### config.mk
export PLATFORM = sky130hd
export DESIGN_NAME = sync_fifo_param
export DESIGN_NICKNAME = d
export VERILOG_FILES = /design/src/rtl/sync_fifo_param.sv
export SDC_FILE = /design/constraint.sdc
export NUM_CORES = 1
export LEC_CHECK = 0
export BUFFER_PORTS_ARGS = -buffer_cell sky130_fd_sc_hd__clkbuf_2
export CORE_UTILIZATION = 35
export CTS_CLUSTER_DIAMETER = 200
export DETAILED_ROUTE_END_ITERATION = 16
export HOLD_SLACK_MARGIN = 0.12
export PLACE_DENSITY_LB_ADDON = 0.1
export SLEW_MARGIN = 5
export SYNTH_ARGS = -nofsm -noshare
export SYNTH_HDL_FRONTEND = slang
export SYNTH_SLANG_ARGS = --single-unit
### constraint.sdc
create_clock -name clk -period 3.5 [get_ports clk]
set_clock_uncertainty 0.2 [all_clocks]
set_input_delay 0.175 -clock clk [delete_from_list [all_inputs] [get_ports clk]]
set_output_delay 0.175 -clock clk [all_outputs]
set_load 0.02 [all_outputs]
### src/rtl/sync_fifo_param.sv
// sync_fifo_param: FWFT synchronous FIFO with occupancy count, threshold and sticky interrupts.
// Define SYNC_FIFO_OVERWRITE_EN to let a write into a full FIFO replace the oldest entry.
module sync_fifo_param #(
    parameter int DW = 16,
    parameter int AW = 4
) (
    input  logic          clk,
    input  logic          rst_n,
    input  logic          i_fifo_en,
    input  logic          i_wr_en,
    input  logic [DW-1:0] i_wr_data,
    input  logic          i_rd_en,
    output logic [DW-1:0] o_rd_data,
    output logic [AW:0]   o_count,
    output logic          o_empty,
    output logic          o_full,
    input  logic [AW:0]   i_thold,
    input  logic          i_intr_edge,
    input  logic [4:0]    i_intr_en,
    input  logic [4:0]    i_intr_clr,
    output logic [4:0]    o_intr_status,
    output logic          o_intr
);
    localparam logic [AW:0] L_DEPTH = (AW+1)'(1 << AW);
    localparam logic [AW:0] L_ONE   = (AW+1)'(1);

    logic [DW-1:0] r_mem [1 << AW];
    logic [AW-1:0] r_wr_ptr, r_rd_ptr;
    logic [AW:0]   r_count;
    logic [4:0]    r_status;
    logic          w_full, w_empty, w_wacc, w_racc, w_ovf, w_udf, w_ovw, w_thold_hit;

    assign w_full  = r_count == L_DEPTH;
    assign w_empty = r_count == '0;
    assign w_ovf   = i_fifo_en & i_wr_en & w_full & ~i_rd_en;
    assign w_udf   = i_fifo_en & i_rd_en & w_empty;
`ifdef SYNC_FIFO_OVERWRITE_EN
    assign w_ovw   = w_ovf;
`else
    assign w_ovw   = 1'b0;
`endif
    assign w_wacc  = (i_fifo_en & i_wr_en & (~w_full | i_rd_en)) | w_ovw;
    assign w_racc  = i_fifo_en & i_rd_en & ~w_empty;
    assign w_thold_hit = (i_thold != '0) & (i_intr_edge ? r_count >= i_thold : r_count <= i_thold);

    always_ff @(posedge clk)
        if (w_wacc) r_mem[r_wr_ptr] <= i_wr_data;

    always_ff @(posedge clk or negedge rst_n)
        if (!rst_n) begin
            r_wr_ptr <= '0;
            r_rd_ptr <= '0;
            r_count  <= '0;
            r_status <= '0;
        end else begin
            // Clear and disable win over a condition that is true on the same edge
            r_status <= (r_status | {w_ovf, w_udf, w_full, w_empty, w_thold_hit}) & i_intr_en & ~i_intr_clr;
            if (!i_fifo_en) begin
                r_wr_ptr <= '0;
                r_rd_ptr <= '0;
                r_count  <= '0;
            end else begin
                if (w_wacc) r_wr_ptr <= r_wr_ptr + 1'b1;
                if (w_racc | w_ovw) r_rd_ptr <= r_rd_ptr + 1'b1;
                if (w_wacc & ~w_racc & ~w_ovw) r_count <= r_count + L_ONE;
                else if (w_racc & ~w_wacc) r_count <= r_count - L_ONE;
            end
        end

    assign o_rd_data     = r_mem[r_rd_ptr];
    assign o_count       = r_count;
    assign o_empty       = w_empty;
    assign o_full        = w_full;
    assign o_intr_status = r_status;
    assign o_intr        = |r_status;
endmodule

==> results of run 1 <==
[cells in the final DEF, fill, tap and decap left out, types with 3 or more instances in the layout]
cell,count
dlygate4sd3_1,37
inv_1,16
clkbuf_16,35
clkinv_1,3
buf_4,25
nand2_1,28
and2_1,13
a21o_1,4
dfrtp_1,17
nor2_1,9
nand3_1,3
nor3b_1,6
nor2_2,4
ha_1,14
a21oi_1,5
clkbuf_1,4
a22oi_1,16
edfxtp_1,256
clkinv_2,7
bufinv_16,4
o21ai_0,19
xor2_1,3
buf_12,4
a221oi_1,33
clkbuf_2,65
mux2i_1,71
mux4_2,32
a211oi_1,3
[worst paths after layout]
path / slack (ns) / end
worst max-delay path: 0.30 / o_count[4]
worst min-delay path: 0.20 / o_intr_status[3]
worst max register to register: 0.30 / o_count[4]
worst min register to register: 0.43 / r_wr_ptr[2]
max in group asynchronous: 1.82 / r_rd_ptr[0]
min in group asynchronous: 0.63 / o_intr_status[3]
[flip-flops by register name (all words and copies together), names as in the netlist]
signal,flops
r_mem,256
o_count,5
o_intr_status,5
r_wr_ptr,4
r_rd_ptr,4
[stage by stage]
step                cell area [um^2]  std cells  hold slack, ns
floorplan                      11200        627          -0.321
global route                   13700       1184           0.190
finish                         13700       1185           0.204
CTS                            13700       1184           0.175
global placement               12200       1091         -0.0444
detailed placement             12200       1091         -0.0332
[worst reg2reg max path: cells and delay by family, from the launching register on]
kind	cells	cell delay [ns]
and+or+nand+nor	2	0.88
AOI/OAI and AO/OA	4	0.84
DFF	1	0.49
adders and majority gates	1	0.47
muxes	1	0.25
[report_power, final]
group          total, mW  switching (mW)  internal [mW]  leakage (nW)
Combinational       2.24            1.23           1.01          1.65
Sequential          3.83           0.155           3.67          2.55
Clock               3.39            1.28           2.11         0.535
[logic make-up (layout without fill, tap and decap cells)]
kind of cell,Yosys count,after routing,share of synthesized area [%]
flops,274,274,72.4
simple gates,81,81,3.98
xor+xnor,5,5,0.389
buf+inv,49,204,1.96
other cells,0,1,0
mux,103,103,12.7
compound gates,100,100,6.84
fa+ha+maj,15,15,1.74
[area by class of cell]
class / count / area [um^2]
Antenna cell: 1 / 2.50
Clock buffer: 40 / 905
Clock inverter: 16 / 184
Fill cell: 2817 / 17900
Inverter: 17 / 63.8
Multi-Input combinational cell: 304 / 2900
Sequential cell: 274 / 8140
Tap cell: 402 / 503
Timing Repair Buffer: 131 / 963
[layer usage]
| layer | global-route usage (%) | vias to the layer above | wire, um |
|---|---|---|---|
| met3 | 2.72 | 31 | 1170 |
| li1 | - | 2811 | - |
| met5 | 0 | - | 0 |
| met4 | 4.00 | 0 | 447 |
| met2 | 28.6 | 153 | 13300 |
| met1 | 23.0 | 3178 | 12300 |
[what timing repair did]
| action | 4_1_cts | 5_1_grt |
|---|---|---|
| hold buffers | 37 | 0 |
| hold endpoints to repair | 292 | 0 |
| setup buffers | 0 | 0 |
==> flow_metrics.env, run 1 <==
export IMPL_synth_edf_count=256
export IMPL_pre_cts_slack_ns=0.332
export IMPL_cts_inserted_buffers=30
export IMPL_drive_gt1_share_pct=24.4
export IMPL_worst_path_max_delay_cell="or4_4"
export IMPL_critPathKind="reg2reg"
export IMPL_wl_um=27300
export IMPL_finalHoldViolations=0
export IMPL_worstSetupStartpoint="o_count[1]"
export IMPL_grt_pass1_vias=6526
export IMPL_drtIter0Drc=362
export IMPL_grt_usage_pct=17.0
export IMPL_max_cap_violations=0
export IMPL_via_per_inst=5.21
export IMPL_hold_path_class="in2reg"
export IMPL_setup_viol=0
export IMPL_rsz0062_at_grt="no"
export IMPL_io_buffer_count=65
export IMPL_setup_tns_ns=0
export IMPL_yosysUniqueCellTypes=54
export IMPL_worst_path_buf_inv=0
export IMPL_hold_depth=3
export IMPL_crit_path_end_kind="register"
export IMPL_wl_per_cell_um=23.0
export IMPL_fin_ws_ns=0.301
export IMPL_run_status="complete, no violations"
export IMPL_power_density_nw_per_um2=692
export IMPL_syn_nets=679
export IMPL_num_rows=65
export IMPL_critical_path_depth=8
export IMPL_grt_max_degree=40
export IMPL_die_w_um=181
export IMPL_fmax_mhz=313
export IMPL_ctsRootBufferMaster="clkbuf_16"
export IMPL_synth_area_per_cell_um2=17.9
export IMPL_period_share_pct=91.4
export IMPL_syn_instance_count=627
export IMPL_cp_max_fo=7
export IMPL_ys_warn_count=0
export IMPL_htreeDepth=1
export IMPL_cts_path_max_buffers=3
export IMPL_vias=6173
export IMPL_gp_congestion=0.826
export IMPL_initial_core_util_pct=35.6
export IMPL_period_needed_ns=3.20
export IMPL_post_cts_resized=0
export IMPL_antenna_found_initial=1
export IMPL_ir_drop_v=0.000520
export IMPL_r2r_start="o_count[1]"
export IMPL_die_h_um=181
export IMPL_crit_family="simple AND/OR/NAND/NOR gates"
export IMPL_synth_seq_cells=274
export IMPL_p_leak_nw=4.73
export IMPL_path_cells="or4_4 -> o21ai_4 -> nand2_1 -> fa_1 -> a21o_1 -> a21oi_1 -> mux2i_1 -> o21a_1"
export IMPL_synthesis_area_um2=11200
export IMPL_min_delay_start="i_intr_en[3]"
export IMPL_firstDrtPassIters=5
export IMPL_drc=0
export IMPL_coreArea_um2=31600
export IMPL_synth_area_top_cells="edfxtp_1, mux4_2, mux2i_1"
export IMPL_yosysTopAreaCellShare_pct=68.4
export IMPL_synthArstFlopShare_pct=6.57
export IMPL_cp_arrival_ns=3.49
export IMPL_cts_tree="built"
export IMPL_boundaryPins=66
export IMPL_synth_most_common_cell="edfxtp_1"
export IMPL_slew_headroom_pct=40.2
export IMPL_final_max_slew_violation_count=0
export IMPL_path_clk_slew_ns=0.06
export IMPL_drtAntennaViolNets=0
export IMPL_cts_sinks=274
export IMPL_tightest_slew_ns=0.894
export IMPL_grt_pass1_wl_um=41500
export IMPL_synth_flop_cell="edfxtp_1"
export IMPL_critPathMaxStageDelay_ns=0.69
export IMPL_startpoint_type="register"
export IMPL_synth_common_cells="edfxtp_1, mux2i_1, a221oi_1"
export IMPL_syn_to_final_growth_pct=21.5
export IMPL_cp_data_required_time_ns=3.79
export IMPL_overflow=0
export IMPL_hpwl_um=16400
export IMPL_rr_worst_depth=8
export IMPL_clk_latency_ns=0.55
export IMPL_nNetsFinal=810
export IMPL_die_area_um2=32900
export IMPL_synth_top_area_cell="edfxtp_1"
export IMPL_post_route_util_pct=43.3
export IMPL_ys_seq_area_share_pct=72.4
export IMPL_finalPower_mw=9.45
Power figures use the tool's default switching activity.
==> run 2, diff against run 1 <==
Settings changed: CORE_UTILIZATION 35 to 55.
==> run 2 against run 1 <==
Against the previous run:
- final cell count fell by 13%
- maximum frequency decreased by 0.88%
- sequential share of layout area rose by 1.9 points
- sequential power about the same
==> flow_metrics.env, run 2 (synthesis gave the netlist of run 1 again) <==
export IMPL_run_status="complete, no violations"
export IMPL_num_antenna_cells=0
export IMPL_antenna_found_initial=0
export IMPL_syn_to_final_growth_pct=17.8
export IMPL_post_route_util_pct=67.0
export IMPL_drtAntennaViolNets=0
export IMPL_via_per_inst=6.03
export IMPL_grt_pass1_wl_um=37300
export IMPL_cts_sinks=274
export IMPL_clk_latency_ns=0.53
export IMPL_htreeDepth=1
export IMPL_io_buffer_count=65
export IMPL_worst_path_max_delay_cell="a221oi_1"
export IMPL_cp_arrival_ns=2.85
export IMPL_initial_core_util_pct=56.9
export IMPL_largest_reg_flops=256
export IMPL_drive_gt1_share_pct=22.8
export IMPL_cts_tree="built"
export IMPL_hpwl_um=14500
export IMPL_finalHoldViolations=0
export IMPL_cp_data_required_time_ns=3.12
export IMPL_largest_register="r_mem"
export IMPL_pre_cts_slack_ns=0.382
export IMPL_wl_per_cell_um=23.2
export IMPL_num_rows=51
export IMPL_die_w_um=145
export IMPL_coreArea_um2=19800
export IMPL_critPathMaxStageDelay_ns=0.68
export IMPL_crit_path_end_kind="output port"
export IMPL_drc=0
export IMPL_whs_ns=0.237
export IMPL_path_clk_slew_ns=0.06
export IMPL_period_needed_ns=3.23
export IMPL_path_cells="buf_4 -> clkinv_1 -> a221oi_1 -> o21ai_0 -> nand2_1 -> clkbuf_2"
export IMPL_period_share_pct=92.2
export IMPL_startpoint_type="register"
export IMPL_final_cell_mix="edfxtp_1, mux2i_1, clkbuf_2"
export IMPL_wl_um=23900
export IMPL_hold_path_class="in2reg"
export IMPL_power_density_nw_per_um2=688
export IMPL_tightest_slew_ns=1.17
export IMPL_vias=6222
export IMPL_critPathKind="reg2out"
export IMPL_max_cap_violations=0
export IMPL_rsz0062_at_grt="no"
export IMPL_drtIter0Drc=530
export IMPL_gp_congestion=0.842
export IMPL_fin_ws_ns=0.273
export IMPL_ir_drop_v=0.000688
export IMPL_die_h_um=145
export IMPL_setup_tns_ns=0
export IMPL_fin_area_um2=13200
export IMPL_cts_path_max_buffers=3
export IMPL_nNetsFinal=796
export IMPL_stdcell_count=1031
export IMPL_final_max_slew_violation_count=0
export IMPL_slew_headroom_pct=21.8
export IMPL_finalPower_mw=9.11
export IMPL_firstDrtPassIters=5
export IMPL_placed_cell_area_um2=11900
export IMPL_fmax_mhz=310
export IMPL_p_leak_nw=4.59
export IMPL_cp_max_fo=17
export IMPL_grt_usage_pct=23.5
export IMPL_cts_inserted_buffers=28
export IMPL_setup_viol=0
export IMPL_overflow=0
export IMPL_grt_max_degree=48
export IMPL_grt_pass1_vias=6340
export IMPL_ctsRootBufferMaster="clkbuf_16"
export IMPL_die_area_um2=21000
export IMPL_final_common_cell="edfxtp_1"
export IMPL_boundaryPins=66
export IMPL_dp_cells=945
export IMPL_post_cts_resized=0
==> run 2: report_power, final <==
part	internal [mW]	leakage [nW]	switching [mW]
clock	1.87	0.461	1.19
sequential	3.67	2.55	0.146
combinational	0.998	1.59	1.23
==> run 2: path summary, 6_finish.rpt <==
kind                            depth (start not counted)  slack (ns)                to          from
worst max-delay path                                    6        0.27      o_rd_data[4]   r_rd_ptr[3]
worst min-delay path                                    3        0.24  o_intr_status[3]  i_intr_en[3]
worst max register to register                          8        0.35        o_count[4]    o_count[1]
worst min register to register                          1        0.36       r_wr_ptr[3]   r_wr_ptr[3]
max in group asynchronous                               3        1.78       r_rd_ptr[0]         rst_n
min in group asynchronous                               3        0.67       r_wr_ptr[2]         rst_n
==> run 2: area by class of cell <==
class | count | area [um^2]
tap | 265 | 332
multi-input combinational | 304 | 2900
inverter | 17 | 63.8
clock inverter | 16 | 225
sequential | 274 | 8140
timing repair buffer | 119 | 841
clock buffer | 36 | 741
fill | 1336 | 6540
==> run 2: timing repair <==
action | in CTS | in global routing
hold endpoints to repair | 292 | 0
setup buffers | 0 | 0
hold buffers | 34 | 0
==> run 2: routing by layer <==
layer	global-route usage, %	routed length [um]	up-vias
li1	-	-	2777
met1	34.5	10400	3138
met2	37.4	11300	266
met3	3.05	1710	41
met4	6.28	443	0
met5	0	0	-
==> run 2: worst max-delay path: cells and delay by family (launching register included) <==
kind / cells / cell delay, ns
buffers and inverters: 3 / 1.07
and+or+nand+nor: 1 / 0.09
AOI/OAI and AO/OA: 2 / 0.84
DFF: 1 / 0.32
==> run 3, diff against run 2 <==
Settings changed: CTS_CLUSTER_DIAMETER 200 to 40, REMOVE_ABC_BUFFERS set to 1.
==> run 3 against run 2 <==
Against the previous run:
- total power is 3.1% higher
- flip-flop and latch count stayed put
- final cell count is 1.4% higher
- critical path depth stayed put
- non-clock buffer count is 2 higher
- register-to-register slack better by 0.04 ns
- via count is 0.96% lower
- sequential share of layout area is 0.90 points lower
- cell area is 1.5% higher
==> flow_metrics.env, run 3 (synthesis gave the netlist of run 1 again) <==
export IMPL_fin_ws_ns=0.260
export IMPL_num_antenna_cells=0
export IMPL_tightest_slew_ns=1.11
export IMPL_power_frac_seq_pct=40.8
export IMPL_finalHoldViolations=0
export IMPL_vias=6162
export IMPL_startpoint_type="register"
export IMPL_final_cell_mix="edfxtp_1, mux2i_1, clkbuf_2"
export IMPL_wl_per_cell_um=22.7
export IMPL_p_sw_mw=2.70
export IMPL_p_leak_nw=4.71
export IMPL_pwr_share_clk_pct=36.2
export IMPL_fin_area_um2=13400
export IMPL_hpwl_um=14000
export IMPL_ir_drop_v=0.000728
export IMPL_die_area_um2=21000
export IMPL_placed_cell_area_um2=12000
export IMPL_post_cts_resized=0
export IMPL_die_h_um=145
export IMPL_critPathKind="reg2out"
export IMPL_hold_path_class="in2reg"
export IMPL_wl_um=23800
export IMPL_firstDrtPassIters=5
export IMPL_swShare_pct=28.8
export IMPL_dp_cells=949
export IMPL_drive_gt1_share_pct=24.9
export IMPL_syn_to_final_growth_pct=19.5
export IMPL_largest_reg_flops=256
export IMPL_final_common_cell="edfxtp_1"
export IMPL_cp_arrival_ns=2.86
export IMPL_via_per_inst=5.90
export IMPL_fmax_mhz=309
export IMPL_worstSetupStartpoint="r_rd_ptr[3]"
export IMPL_nNetsFinal=805
export IMPL_htreeDepth=2
export IMPL_drc=0
export IMPL_antenna_found_initial=0
export IMPL_run_status="complete, no violations"
export IMPL_finalPower_mw=9.39
export IMPL_power_density_nw_per_um2=699
export IMPL_min_delay_start="i_intr_en[4]"
export IMPL_period_needed_ns=3.24
export IMPL_initial_core_util_pct=56.9
export IMPL_pre_cts_slack_ns=0.434
export IMPL_slew_headroom_pct=25.9
export IMPL_cts_tree="built"
export IMPL_crit_path_end_kind="output port"
export IMPL_cp_data_required_time_ns=3.12
export IMPL_ctsRootBufferMaster="clkbuf_16"
export IMPL_num_rows=51
export IMPL_rsz0062_at_grt="no"
export IMPL_cts_path_max_buffers=3
export IMPL_final_max_slew_violation_count=0
export IMPL_r2r_start="o_count[1]"
export IMPL_drtIter0Drc=451
export IMPL_die_w_um=145
export IMPL_io_buffer_count=65
export IMPL_period_share_pct=92.6
export IMPL_grt_pass1_wl_um=36500
export IMPL_cp_max_fo=17
export IMPL_setup_viol=0
export IMPL_cts_sinks=274
export IMPL_drtAntennaViolNets=0
export IMPL_overflow=0
export IMPL_coreArea_um2=19800
export IMPL_grt_usage_pct=23.2
export IMPL_path_clk_slew_ns=0.05
export IMPL_boundaryPins=66
export IMPL_stdcell_count=1045
export IMPL_cts_inserted_buffers=35
export IMPL_p_int_mw=6.69
export IMPL_fillers=1349
export IMPL_largest_register="r_mem"
export IMPL_gp_congestion=0.865
export IMPL_whs_ns=0.271
export IMPL_grt_max_degree=32
export IMPL_reg2reg_slack_ns=0.39
export IMPL_max_cap_violations=0
export IMPL_grt_pass1_vias=6337
export IMPL_combPwrFrac_pct=23.0
export IMPL_clk_latency_ns=0.50
[run 3: final cells by class]
class / count / area, um^2 / share of cell area (%)
Clock buffer: 38 / 918 / 6.83
Clock inverter: 26 / 209 / 1.55
Inverter: 17 / 63.8 / 0.475
Multi-Input combinational cell: 304 / 2900 / 21.6
Sequential cell: 274 / 8140 / 60.6
Tap cell: 265 / 332 / 2.47
Timing Repair Buffer: 121 / 876 / 6.52
[run 3: power groups by stage]
stage	Clock, mW	Combinational [mW]	Sequential [mW]
global route	3.58	2.33	3.85
detailed placement	0	2.12	3.91
floorplan	0	1.44	4.12
CTS	3.44	2.17	3.84
finish	3.40	2.16	3.83
global placement	0	2.09	3.90
[run 3: per-layer routing]
| layer | routed length [um] | GRT usage (%) |
|---|---|---|
| met5 | 0 | 0 |
| met4 | 447 | 6.12 |
| met1 | 10400 | 32.4 |
| met3 | 1130 | 3.58 |
| met2 | 11800 | 38.2 |
[run 3: worst paths after layout]
| check | to | cells after the start |
|---|---|---|
| worst max register to register | o_count[4] | 8 |
| worst max-delay path | o_rd_data[6] | 6 |
| min in group asynchronous | r_rd_ptr[1] | 3 |
| worst min register to register | r_wr_ptr[3] | 1 |
| max in group asynchronous | r_rd_ptr[0] | 3 |
| worst min-delay path | o_intr_status[4] | 3 |
[run 3: worst max-delay path, cell delays in order, from the launching register on]
cell and delay, ns:
dfrtp_1 0.33, buf_4 0.28, clkinv_1 0.70, a221oi_1 0.63, o21ai_0 0.15, nand2_1 0.10, clkbuf_2 0.17
[run 3: timing repair]
action,CTS,global route
hold buffers,32,0
buffers inserted,0,0
hold endpoints to repair,292,0
[run 3: per-stage QoR]
| stage | setup TNS, ns | utilization (%) |
|---|---|---|
| global placement | 0 | 60.6 |
| CTS | 0 | 67.9 |
| global route | 0 | 67.9 |
| finish | 0 | 67.9 |
| detailed placement | 0 | 60.6 |
| floorplan | -24.04 | - |
